### src/rtl/add_reservation_station_pkg.sv
// Shared types and constants for the add-unit reservation station.
// Operand snooping is a helper so issue bypass and CDB capture use the same compare.
package add_reservation_station_pkg;

    localparam int unsigned RS_DEPTH = 4;
    localparam int unsigned TAG_W    = 5;
    localparam int unsigned DATA_W   = 32;
    localparam int unsigned OP_W     = 4;

    localparam logic [TAG_W-1:0] RS_TAG_BASE = 5'd1;
    localparam logic [TAG_W-1:0] INVALID_TAG = 5'b11111;

    typedef enum logic [1:0] {
        ST_FREE  = 2'd0,
        ST_WAIT  = 2'd1,
        ST_READY = 2'd2,
        ST_EXEC  = 2'd3
    } rs_state_e;

    typedef struct packed {
        logic [TAG_W-1:0]  q;
        logic [DATA_W-1:0] v;
    } rs_operand_t;

    typedef struct packed {
        logic [OP_W-1:0] op;
        rs_operand_t     j;
        rs_operand_t     k;
    } rs_issue_t;

    // Capture a CDB value into an operand still waiting on that tag.
    function automatic rs_operand_t snoop(
        input rs_operand_t       cur,
        input logic              bcast,
        input logic [TAG_W-1:0]  tag,
        input logic [DATA_W-1:0] val
    );
        rs_operand_t res;
        res = cur;
        if (bcast && (cur.q != INVALID_TAG) && (cur.q == tag)) begin
            res.q = INVALID_TAG;
            res.v = val;
        end
        return res;
    endfunction

endpackage

### src/rtl/add_reservation_station_rs_entry.sv
// One reservation-station entry: lifecycle FSM plus CDB snoop of its two operands.
// The entry stays occupied through execution until its own tag is broadcast.
module add_reservation_station_rs_entry
    import add_reservation_station_pkg::*;
#(
    parameter logic [TAG_W-1:0] OWN_TAG = RS_TAG_BASE
) (
    input  logic              clk,
    input  logic              rst,
    input  logic              issue_we,
    input  rs_issue_t         issue,
    input  logic              dispatch_fire,
    input  logic              cdb_broadcast,
    input  logic [TAG_W-1:0]  cdb_tag,
    input  logic [DATA_W-1:0] cdb_val,
    output rs_state_e         state,
    output logic [OP_W-1:0]   op,
    output logic [DATA_W-1:0] vj,
    output logic [DATA_W-1:0] vk
);

    rs_operand_t opj, opk;
    rs_operand_t iss_j, iss_k, snp_j, snp_k;

    always_comb begin
        iss_j = snoop(issue.j, cdb_broadcast, cdb_tag, cdb_val);
        iss_k = snoop(issue.k, cdb_broadcast, cdb_tag, cdb_val);
        snp_j = snoop(opj, cdb_broadcast, cdb_tag, cdb_val);
        snp_k = snoop(opk, cdb_broadcast, cdb_tag, cdb_val);
    end

    assign vj = opj.v;
    assign vk = opk.v;

    always_ff @(posedge clk or posedge rst) begin
        if (rst) begin
            state <= ST_FREE;
            op    <= '0;
            opj   <= '{q: INVALID_TAG, v: '0};
            opk   <= '{q: INVALID_TAG, v: '0};
        end else begin
            case (state)
                ST_FREE: begin
                    if (issue_we) begin
                        op  <= issue.op;
                        opj <= iss_j;
                        opk <= iss_k;
                        state <= ((iss_j.q == INVALID_TAG) && (iss_k.q == INVALID_TAG))
                                 ? ST_READY : ST_WAIT;
                    end
                end
                ST_WAIT: begin
                    opj <= snp_j;
                    opk <= snp_k;
                    if ((snp_j.q == INVALID_TAG) && (snp_k.q == INVALID_TAG)) begin
                        state <= ST_READY;
                    end
                end
                ST_READY: begin
                    if (dispatch_fire) begin
                        state <= ST_EXEC;
                    end
                end
                ST_EXEC: begin
                    if (cdb_broadcast && (cdb_tag == OWN_TAG)) begin
                        state <= ST_FREE;
                    end
                end
                default: state <= ST_FREE;
            endcase
        end
    end

endmodule

### src/rtl/add_reservation_station.sv
// Reservation station for the add unit: issue into the lowest free entry,
// dispatch the lowest ready entry, entries snoop the CDB for operands and their own completion.
module add_reservation_station
    import add_reservation_station_pkg::*;
#(
    parameter int unsigned DEPTH = RS_DEPTH
) (
    input  logic              clk,
    input  logic              rst,
    input  logic              in_issue_valid,
    input  logic [OP_W-1:0]   in_issue_op,
    input  logic [TAG_W-1:0]  in_issue_qj,
    input  logic [DATA_W-1:0] in_issue_vj,
    input  logic [TAG_W-1:0]  in_issue_qk,
    input  logic [DATA_W-1:0] in_issue_vk,
    output logic              out_issue_ready,
    output logic [TAG_W-1:0]  out_issue_tag,
    input  logic              in_cdb_broadcast,
    input  logic [TAG_W-1:0]  in_cdb_tag,
    input  logic [DATA_W-1:0] in_cdb_val,
    output logic              out_dispatch_valid,
    output logic [OP_W-1:0]   out_dispatch_op,
    output logic [DATA_W-1:0] out_dispatch_vj,
    output logic [DATA_W-1:0] out_dispatch_vk,
    output logic [TAG_W-1:0]  out_dispatch_tag,
    input  logic              in_fu_ready
);

    localparam int unsigned IDX_W = $clog2(DEPTH);

    rs_state_e         st   [DEPTH];
    logic [OP_W-1:0]   e_op [DEPTH];
    logic [DATA_W-1:0] e_vj [DEPTH];
    logic [DATA_W-1:0] e_vk [DEPTH];

    logic [DEPTH-1:0] issue_we;
    logic [DEPTH-1:0] dispatch_fire;
    rs_issue_t        issue;
    logic             free_found, rdy_found;
    logic [IDX_W-1:0] free_idx, rdy_idx;

    always_comb begin
        issue.op  = in_issue_op;
        issue.j.q = in_issue_qj;
        issue.j.v = in_issue_vj;
        issue.k.q = in_issue_qk;
        issue.k.v = in_issue_vk;
    end

    for (genvar i = 0; i < DEPTH; i++) begin : g_entry
        assign issue_we[i]      = in_issue_valid && free_found && (free_idx == IDX_W'(i));
        assign dispatch_fire[i] = in_fu_ready && rdy_found && (rdy_idx == IDX_W'(i));

        add_reservation_station_rs_entry #(
            .OWN_TAG(TAG_W'(RS_TAG_BASE + i))
        ) u_entry (
            .clk           (clk),
            .rst           (rst),
            .issue_we      (issue_we[i]),
            .issue         (issue),
            .dispatch_fire (dispatch_fire[i]),
            .cdb_broadcast (in_cdb_broadcast),
            .cdb_tag       (in_cdb_tag),
            .cdb_val       (in_cdb_val),
            .state         (st[i]),
            .op            (e_op[i]),
            .vj            (e_vj[i]),
            .vk            (e_vk[i])
        );
    end

    // Descending scan so the lowest matching index wins.
    always_comb begin
        free_found = 1'b0;
        free_idx   = '0;
        rdy_found  = 1'b0;
        rdy_idx    = '0;
        for (int i = int'(DEPTH) - 1; i >= 0; i--) begin
            if (st[i] == ST_FREE) begin
                free_found = 1'b1;
                free_idx   = IDX_W'(i);
            end
            if (st[i] == ST_READY) begin
                rdy_found = 1'b1;
                rdy_idx   = IDX_W'(i);
            end
        end
    end

    assign out_issue_ready = free_found;
    assign out_issue_tag   = free_found ? TAG_W'(RS_TAG_BASE + TAG_W'(free_idx)) : INVALID_TAG;

    always_comb begin
        out_dispatch_valid = 1'b0;
        out_dispatch_op    = '0;
        out_dispatch_vj    = '0;
        out_dispatch_vk    = '0;
        out_dispatch_tag   = '0;
        if (rdy_found) begin
            out_dispatch_valid = 1'b1;
            out_dispatch_op    = e_op[rdy_idx];
            out_dispatch_vj    = e_vj[rdy_idx];
            out_dispatch_vk    = e_vk[rdy_idx];
            out_dispatch_tag   = TAG_W'(RS_TAG_BASE + TAG_W'(rdy_idx));
        end
    end

endmodule

### config.mk
export PLATFORM = sky130hd
export DESIGN_NAME = add_reservation_station
export DESIGN_NICKNAME = d
export VERILOG_FILES = /design/src/rtl/add_reservation_station_pkg.sv /design/src/rtl/add_reservation_station_rs_entry.sv /design/src/rtl/add_reservation_station.sv
export SDC_FILE = /design/constraint.sdc
export NUM_CORES = 1
export LEC_CHECK = 0
export CAP_MARGIN = 0
export CORE_ASPECT_RATIO = 1.2
export CORE_MARGIN = 10
export CORE_UTILIZATION = 30
export DETAILED_ROUTE_END_ITERATION = 8
export DONT_BUFFER_PORTS = 1
export PLACE_DENSITY = 0.45
export SLEW_MARGIN = 20
export SYNTH_ARGS = -nofsm -noshare
export SYNTH_HDL_FRONTEND = slang
export SYNTH_SLANG_ARGS = --single-unit
### constraint.sdc
create_clock -name clk -period 15.2 [get_ports clk]
set_input_delay 3.04 -clock clk [delete_from_list [all_inputs] [get_ports clk]]
set_output_delay 3.04 -clock clk [all_outputs]
set_load 0.03 [all_outputs]
### Word level (Yosys, flattened, before mapping)

Cells that the tools add are included.

* flip-flop bits (word level): 320
* input port bits: 120

* $add $sub $neg: 2
* magnitude comparators: 1
* eq/ne operators: 76
* multiplexer cells: 78
* bitwise logic cells: 1
* reductions and logical operators: 69

Operator list (number)
* two-way mux 37 bit: 18
* case mux 37 bit (2 select lines): 8
* two-way mux 32 bit: 6
* binary-select mux 32 bit (select 2 bit): 2
* equality test 5 bit: 10
* equality test 5 bit (second input constant): 10
* two-way mux 2 bit: 25
* != test 5 bit (second input constant): 10
* != test 2 x 1 -> 1 bit (second input constant): 24
* logical AND 1 bit: 39
* case mux 2 bit (4 select lines): 4
* equality test 2 bit (second input constant): 12
* AND reduction 3 bit: 8
* AND reduction 2 bit: 8
* AND reduction 4 bit: 4
* equality test 2 x 1 -> 1 bit (second input constant): 6
* logical NOT 2 bit: 6
* two-way mux 4 bit: 3
* equality test 5 x 2 -> 1 bit (second input constant): 2
* two-way mux 1 bit: 9
* binary-select mux 4 bit (select 2 bit): 1
* nonzero test 2 bit: 4
* adder 1 x 2 -> 3 bit (first input constant): 2
* equality test 5 x 1 -> 1 bit (second input constant): 1
* other kinds (5): 5

### Longest topological paths before layout

Gate-level depths: netlist of the first run.

* depth after elaboration: 10
* gate-level depth with buffers: 14

### Cells and area by module

A second synthesis of the first run with hierarchy kept.

* cells, all modules: 2365
* area, all modules: 21707.1 um^2

Modules (own cells, without submodules)
* add_reservation_station_rs_entry (g_entry[3].u_entry): instances 1, cells each 476, area an instance 4754.6 um^2, sequential area each 2014.4 um^2
* add_reservation_station_rs_entry (g_entry[0].u_entry): instances 1, cells each 476, area an instance 4749.6 um^2, sequential area each 2014.4 um^2
* add_reservation_station_rs_entry (g_entry[1].u_entry): instances 1, cells each 476, area an instance 4747.1 um^2, sequential area each 2014.4 um^2
* add_reservation_station_rs_entry (g_entry[2].u_entry): instances 1, cells each 481, area an instance 4663.2 um^2, sequential area each 2014.4 um^2
* add_reservation_station: instances 1, cells each 456, area an instance 2792.7 um^2, sequential area each 0.0 um^2

### Least setup slack after synthesis of the first run

No wires, ideal clock.

* path kind: register -> output
* start point: register g_entry[3].u_entry.state[0]
* end point: output out_dispatch_tag[2]
* data arrival time: 2396 ps
* required time: 12160 ps
* slack: 9764 ps
* stages on the path, launching flop included: 9
* cell sequence: dfrtp_1 -> inv_1 -> ha_1 -> a21oi_1 -> nor2_1 -> buf_2 -> buf_2 -> ha_1 -> nor2b_1

* cells in the longest elaborated chain, start to end: 7

RTL lines
* from (decl): line add_reservation_station_rs_entry.sv:16 `output rs_state_e state,`
* from (signal assigned): line add_reservation_station_rs_entry.sv:48 `state <= ((iss_j.q == INVALID_TAG) && (iss_k.q == INVALID_TAG))`
* equality test 2 bit *: line add_reservation_station.sv:83 `if (st[i] == ST_READY) begin`
* two-way mux 2 bit (4 in a row): line add_reservation_station.sv:83
* adder 1 x 2 -> 3 bit: line add_reservation_station.sv:104 `out_dispatch_tag = TAG_W'(RS_TAG_BASE + TAG_W'(rdy_idx));`
* two-way mux 3 bit *: line add_reservation_station.sv:99 `if (rdy_found) begin`
* to (decl): line add_reservation_station.sv:25 `output logic [TAG_W-1:0] out_dispatch_tag,`

Mark *: on every way between the ends. The rest lies on a longest branch, timed or not.

### Final worst setup path of the first run

* start point: register g_entry[3].u_entry.state[0]
* end point: output out_dispatch_vk[27]

* cells in the longest elaborated chain, start to end: 10

RTL lines
* equality test 2 bit *: line add_reservation_station.sv:83
* two-way mux 2 bit (4 in a row): line add_reservation_station.sv:83
* inverter 2 -> 3 bit (not written as such): line add_reservation_station.sv:103 `out_dispatch_vk = e_vk[rdy_idx];`
* binary-select mux 32 bit (select 2 bit): line add_reservation_station.sv:103
* two-way mux 32 bit (not written as such) (2 in a row): line add_reservation_station.sv:103
* two-way mux 32 bit *: line add_reservation_station.sv:99
* to (decl): line add_reservation_station.sv:24 `output logic [DATA_W-1:0] out_dispatch_vk,`

Mark *: on every way between the ends. The rest lies on a longest branch, timed or not. The select of a mux whose other input is x is not followed.

==> impl_metrics.ini, run 1 <==
[detailed_routing]
route.detailed.drc = 0
drt_iter0_markers = 685
dr.pass1.iters = 5
ant_nets = 0
wl_per_cell_um = 24.7
via_per_inst = 5.19
routed_wl_um = 62400
vias = 13100

[sta]
tightestPinTransition_ns = 1.06
timing.final.crit_share_pct = 48.9
drv_slew = 0
rsz0062_at_grt = false
min_period_ns = 7.43
fmax_mhz = 135
tns_ns = 0
relSlewSlack_pct = 28.9
final-setup-viol-count = 0
hold_violations = 0
fin_worst_skew_ns = 0.0252

[synth]
synth_seq_area_share_pct = 44.0
synthFlopType = dfrtp_1
synth_area_um2 = 18300
yosys_register_bits = 320
synth.avg_cell_area_um2 = 10.3
ys_warn_count = 0
synthDistinctLibCells = 66
synthArstFlopShare_pct = 100
synth-edff-count = 0
syn_inst = 1773

[floorplan]
core_um2 = 60600
die_w_um = 245
start_util_pct = 30.2
ios = 200
die-area_um2 = 71300
die_y_um = 291
row_count = 99

[grt]
grt_pass1_vias = 13600
grt_pass1_wl_um = 93300
antenna_found_initial = 0
grt_util_all_layers_pct = 17.2
grt-ovfl-total = 0
grt_max_degree = 108

[min_path]
hold_path.class = reg2reg
hold_path_depth = 2
holdPathEnd = g_entry[2].u_entry.vk[4]$_DFFE_PP0P_
worstHoldStart = g_entry[2].u_entry.vk[4]$_DFFE_PP0P_

[clocking]
cts_buffers = 41
clock_sinks = 320
post_cts_buffers = 0
cts.repair.resized = 0
cts_htree_levels = 2
clock_path_buffers = 3
hold_buffers = 0
tritoncts = yes
root_buffer = clkbuf_16
clk_latency_ns = 0.57
clk_pin_slew_ns = 0.06

[worst_setup_path]
critPathKind = reg2out
worstSetupPathDepth = 8
reg2reg_depth = 11
cpMostUsedCell = buf_4
crit_chain = inv_1 -> ha_1 -> a21oi_1 -> nor2_4 -> buf_4 -> buf_4 -> mux4_2 -> and2_1
critPathLaunchType = register
endpoint_kind = primary output
rr_startpoint = g_entry[2].u_entry.state[1]$_DFFE_PP0P_
path_buf_inv = 3
crit_path_max_fanout = 26
crit_path_top_delay_cell = nor2_4
rr_endpoint = g_entry[3].u_entry.vk[2]$_DFFE_PP0P_
slowest_delay_ns = 0.74
reg2reg_slack_ns = 11.16
worst_ep_required_time_ns = 12.16
worstPathArrival_ns = 4.39
cp_top_family = buffers and inverters

[flow_run]
cap_violations = 0

[cells_and_area]
nets = 1830
area_delta_synth_final_pct = 10.1
final_util_pct = 33.3
n_antenna_cell = 0
drive_gt1_share_pct = 14.5
nFillCells = 6147
layout_commonest_cell = dfrtp_1
final_cells = 2525
final_cell_mix = 280 x dfrtp_1, 277 x nand2_1, 261 x mux2i_1

[power]
power.total_mw = 5.56
p_sw_mw = 2.60
switching_share_pct = 46.8
peakVddDrop_mv = 0.138
comb_power_share_pct = 54.5
p_seq_share_pct = 28.1
total_leakage_power_nw = 9.37
power.internal_mw = 2.96
clkPwrFrac_pct = 17.4
power.density_nw_per_um2 = 276

[placed_design]
dp_hpwl_um = 40700
dp_cells = 2451
portBuffers = 0
gp_congestion = 0.803

[status]
outcome = finished clean
metrics by stage:
stage                     worst slack [ns]  instance area, um2  hold WS (ns)
final                                 7.77               20100         0.475
after global routing                  7.44               20100         0.493
after CTS                             7.65               20100         0.479
after detailed placement              8.26               18800         0.466
after global placement                8.28               18800         0.457
after floorplan                       3.37               18300         0.445
cells by family (layout without fill, tap and decap cells):
logic type	after synthesis	count (layout)	synth area share, %
adder cells (fa/ha/maj)	24	24	1.64
flip-flops	320	320	44.0
XOR/XNOR	40	40	1.91
multiplexers	350	350	23.9
other	1	2	0.0205
AND/OR/NAND/NOR	466	466	11.7
buffers and inverters	191	134	4.96
AO/OA/AOI/OAI	381	381	11.8
state kept, by name, indices dropped and copies added, names as in the netlist:
signal                 cells
g_entry.u_entry.vk       128
g_entry.u_entry.vj       128
g_entry.u_entry.opj       20
g_entry.u_entry.state      8
g_entry.u_entry.op        16
g_entry.u_entry.opk       20
Yosys cell counts, types with 3 or more instances:
cell	count	area (um2)
o21a_1	6	45.0
xor2_1	21	184
nand2b_1	5	31.3
and4_1	3	26.3
a21o_1	6	45.0
dfrtp_1	280	7010
clkbuf_1	91	342
nor3_1	5	25.0
or2_2	3	18.8
o21ai_0	242	1210
buf_6	7	78.8
nand3_1	19	95.1
mux2i_1	261	2610
and2_1	72	450
nor2_2	7	43.8
ha_1	24	300
o32a_1	12	120
a31oi_1	6	37.5
o31ai_1	3	22.5
nand2_1	280	1050
o21ai_1	18	90.1
inv_1	35	131
mux4_2	68	1530
dfstp_2	40	1050
buf_4	27	203
xnor2_1	19	166
a22oi_1	4	30.0
o22a_1	13	114
a21oi_1	48	240
nand4_1	4	25.0
nor2_1	46	173
mux2_2	21	236
buf_2	29	145
a222oi_1	3	30.0
and3_1	5	31.3
nor2b_1	4	25.0
tightest hold or removal path, stage by stage, from the launching register on:
cell and delay, ns:
dfrtp_1 0.34, nand2_1 0.04, o21ai_0 0.06
layer usage:
metal  track usage [%]  up-vias  wire (um)
met5                 0        -          0
met4              4.04        0       1130
met3              4.01       66       3530
met2              29.2      300      30600
met1              21.6     6657      27100
li1                  -     6070          -
power groups by stage:
stage / Sequential [mW] / Clock, mW / Combinational (mW)
3_3_place_gp: 1.57 / 0 / 3.03
4_1_cts: 1.56 / 0.998 / 3.09
5_1_grt: 1.61 / 1.02 / 3.31
2_1_floorplan: 1.47 / 0 / 2.41
6_report: 1.56 / 0.968 / 3.03
3_5_place_dp: 1.57 / 0 / 3.09
area by class of cell:
class	count	area [um2]	share of cell area [%]
well taps	808	1010	5.02
repair buffers	24	184	0.913
clock buffers	61	1220	6.07
clock inverters	13	108	0.534
multi-input cells	1263	9420	46.8
flip-flops and latches	320	8060	40.0
inverters	36	143	0.708
worst max path at each step:
| stage | from | endpoint | slack [ns] |
|---|---|---|---|
| global route | g_entry[3].u_entry.state[0]$_DFFE_PP0P_ | out_dispatch_vk[27] | 7.44 |
| detailed placement | g_entry[3].u_entry.state[0]$_DFFE_PP0P_ | out_dispatch_vk[27] | 8.26 |
| global placement | g_entry[3].u_entry.state[0]$_DFFE_PP0P_ | out_dispatch_vk[27] | 8.28 |
| floorplan | rst | g_entry[0].u_entry.op[0]$_DFFE_PP0P_ | 3.37 |
| finish | g_entry[3].u_entry.state[0]$_DFFE_PP0P_ | out_dispatch_vk[27] | 7.77 |
| CTS | g_entry[3].u_entry.state[0]$_DFFE_PP0P_ | out_dispatch_vk[27] | 7.65 |
(Power assumes the default switching activity.)
==> inputs of run 2 (changes only) <==
- ABC_AREA: not set -> 1
- clock period: 15.2 -> 7.1 ns (I/O delays scaled with it)
==> impl_metrics.ini, run 2 <==
[status]
outcome = finished clean

[placed_design]
dp_slack_ns = 2.43
dp_cells = 3408
placed_area_um2 = 19700
gp_congestion = 0.856
portBuffers = 0
dp_hpwl_um = 54700

[clocking]
clk_pin_slew_ns = 0.06
cts_htree_levels = 2
tritoncts = yes
clk_latency_ns = 0.56
root_buffer = clkbuf_16
clock_path_buffers = 3
hold_buffers = 0
cts_buffers = 39
post_cts_buffers = 0
cts.repair.resized = 0
clock_sinks = 320

[synth]
ys_warn_count = 0
synth-edff-count = 0
synth_top_cell_by_area = dfrtp_1
yosysMostFrequentCell = nand2_1
yosys-top-cells-count = 648 x nand2_1, 408 x nor2_1, 280 x dfrtp_1, 262 x inv_1, 252 x o21ai_0
synth_seq_area_share_pct = 41.9
synthArstFlopShare_pct = 100
syn_inst = 2726
synth_top_area_share_pct = 36.4
synth.avg_cell_area_um2 = 7.06
synthTopCellsByArea = dfrtp_1 36%, nand2_1 13%, nor2_1 8.0%, o21ai_0 6.6%, dfstp_2 5.5%
synthDistinctLibCells = 49
yosys_register_bits = 320
synthFlopType = dfrtp_1
synth_area_um2 = 19200

[cells_and_area]
nets = 2769
final_cells = 3472
final_area_um2 = 21000
layout_commonest_cell = nand2_1
final_cell_mix = 646 x nand2_1, 406 x nor2_1, 280 x dfrtp_1
drive_gt1_share_pct = 7.18
area_delta_synth_final_pct = 8.98

[worst_setup_path]
rr_startpoint = g_entry[2].u_entry.state[1]$_DFFE_PP0P_
endpoint_kind = primary output
crit_path_top_delay_cell = a21oi_1
worstPathArrival_ns = 3.75
critPathKind = reg2out
rr_endpoint = g_entry[0].u_entry.vk[3]$_DFFE_PP0P_
critPathCapture = out_dispatch_vk[4]
worst_ep_required_time_ns = 5.68
crit_path_max_fanout = 36
reg2reg_depth = 15
critPathLaunchType = register
slowest_delay_ns = 0.74
crit_chain = inv_1 -> ha_1 -> inv_1 -> o21ai_0 -> nand2_4 -> clkinv_2 -> buf_4 -> nor2_1 -> nor2_1 -> o21ai_0 -> a21oi_1
reg2reg_slack_ns = 2.86
path_buf_inv = 4
worstSetupPathDepth = 11
cp_top_family = buffers and inverters
setup.worst_path.start = g_entry[3].u_entry.state[0]$_DFFE_PP0P_

[sta]
tightestPinTransition_ns = 1.14
tns_ns = 0
hold_violations = 0
relSlewSlack_pct = 23.9
min_period_ns = 5.17
final-setup-viol-count = 0
drv_slew = 0
timing.final.crit_share_pct = 72.8
setup_slack_ns = 1.93
fmax_mhz = 194
fin_worst_skew_ns = 0.0171
rsz0062_at_grt = false

[floorplan]
ios = 200
core_um2 = 63400
die_w_um = 251
die-area_um2 = 74700
die_y_um = 297
start_util_pct = 30.3
row_count = 101

[min_path]
hold_path.class = reg2reg
worstHoldStart = g_entry[3].u_entry.op[0]$_DFFE_PP0P_

[power]
total_leakage_power_nw = 9.79
power.density_nw_per_um2 = 613
peakVddDrop_mv = 0.358

[detailed_routing]
routed_wl_um = 86500
dr.pass1.iters = 7
via_per_inst = 5.47
drt_iter0_markers = 1805
route.detailed.drc = 0
wl_per_cell_um = 24.9
vias = 19000
ant_nets = 0

[grt]
grt_max_degree = 181
grt_util_all_layers_pct = 22.6
grt_pass1_wl_um = 128000
antenna_found_initial = 2
grt-ovfl-total = 0
grt_pass1_vias = 18600

[flow_run]
cap_violations = 0
## run 2: worst min-delay path by stage
| stage | endpoint | slack (ns) | depth (start not counted) |
|---|---|---|---|
| after floorplan | g_entry[2].u_entry.vk[29]$_DFFE_PP0P_ | 0.45 | 2 |
| final | g_entry[3].u_entry.op[0]$_DFFE_PP0P_ | 0.48 | 2 |
| after global routing | g_entry[3].u_entry.vj[8]$_DFFE_PP0P_ | 0.51 | 2 |
| after detailed placement | g_entry[1].u_entry.op[0]$_DFFE_PP0P_ | 0.47 | 2 |
| after global placement | g_entry[3].u_entry.op[3]$_DFFE_PP0P_ | 0.46 | 2 |
| after CTS | g_entry[1].u_entry.op[0]$_DFFE_PP0P_ | 0.49 | 2 |
## run 2: cell type report
type / instances / area, um2
clock buffer: 53 / 1100
antenna: 1 / 2.50
inverter: 276 / 1040
multi-input combinational: 1953 / 9310
timing repair buffer: 35 / 313
clock inverter: 10 / 106
tap: 824 / 1030
sequential: 320 / 8060
fill: 6929 / 42500
## run 2: through the flow
step	util [%]	hold slack, ns	total power [mW]
3_3_place_gp	31.1	0.463	10.8
4_1_cts	33.0	0.487	12.9
2_1_floorplan	-	0.446	8.61
6_report	33.0	0.485	12.8
5_1_grt	33.0	0.509	13.7
3_5_place_dp	31.1	0.472	10.9
## run 2: power by group
part	total [mW]	switching (mW)	internal, mW
registers	3.29	0.459	2.83
clock network	1.99	0.841	1.15
logic	7.57	5.78	1.79
## run 2: metal layers
layer | share of wire (%) | track usage, %
met3 | 8.1 | 4.70
met4 | 2.7 | 6.34
met1 | 42 | 29.4
met5 | 0.015 | 0
met2 | 47 | 37.1
## run 2: cell families (layout without fill, tap and decap cells)
group,count (synthesis),in the layout,share of synthesized area [%]
and+or+nand+nor,1182,1182,24.6
AOI/OAI and AO/OA,735,735,21.5
buffers and inverters,454,374,9.93
DFF,320,320,41.9
adders and majority gates,24,24,1.56
xor gates and xnor gates,10,10,0.455
other,1,3,0.0195
## run 2: tightest hold or removal path, stage by stage, from the launching register on
cell and delay [ns]:
dfrtp_1 0.34, nand2_1 0.05, o21ai_0 0.06
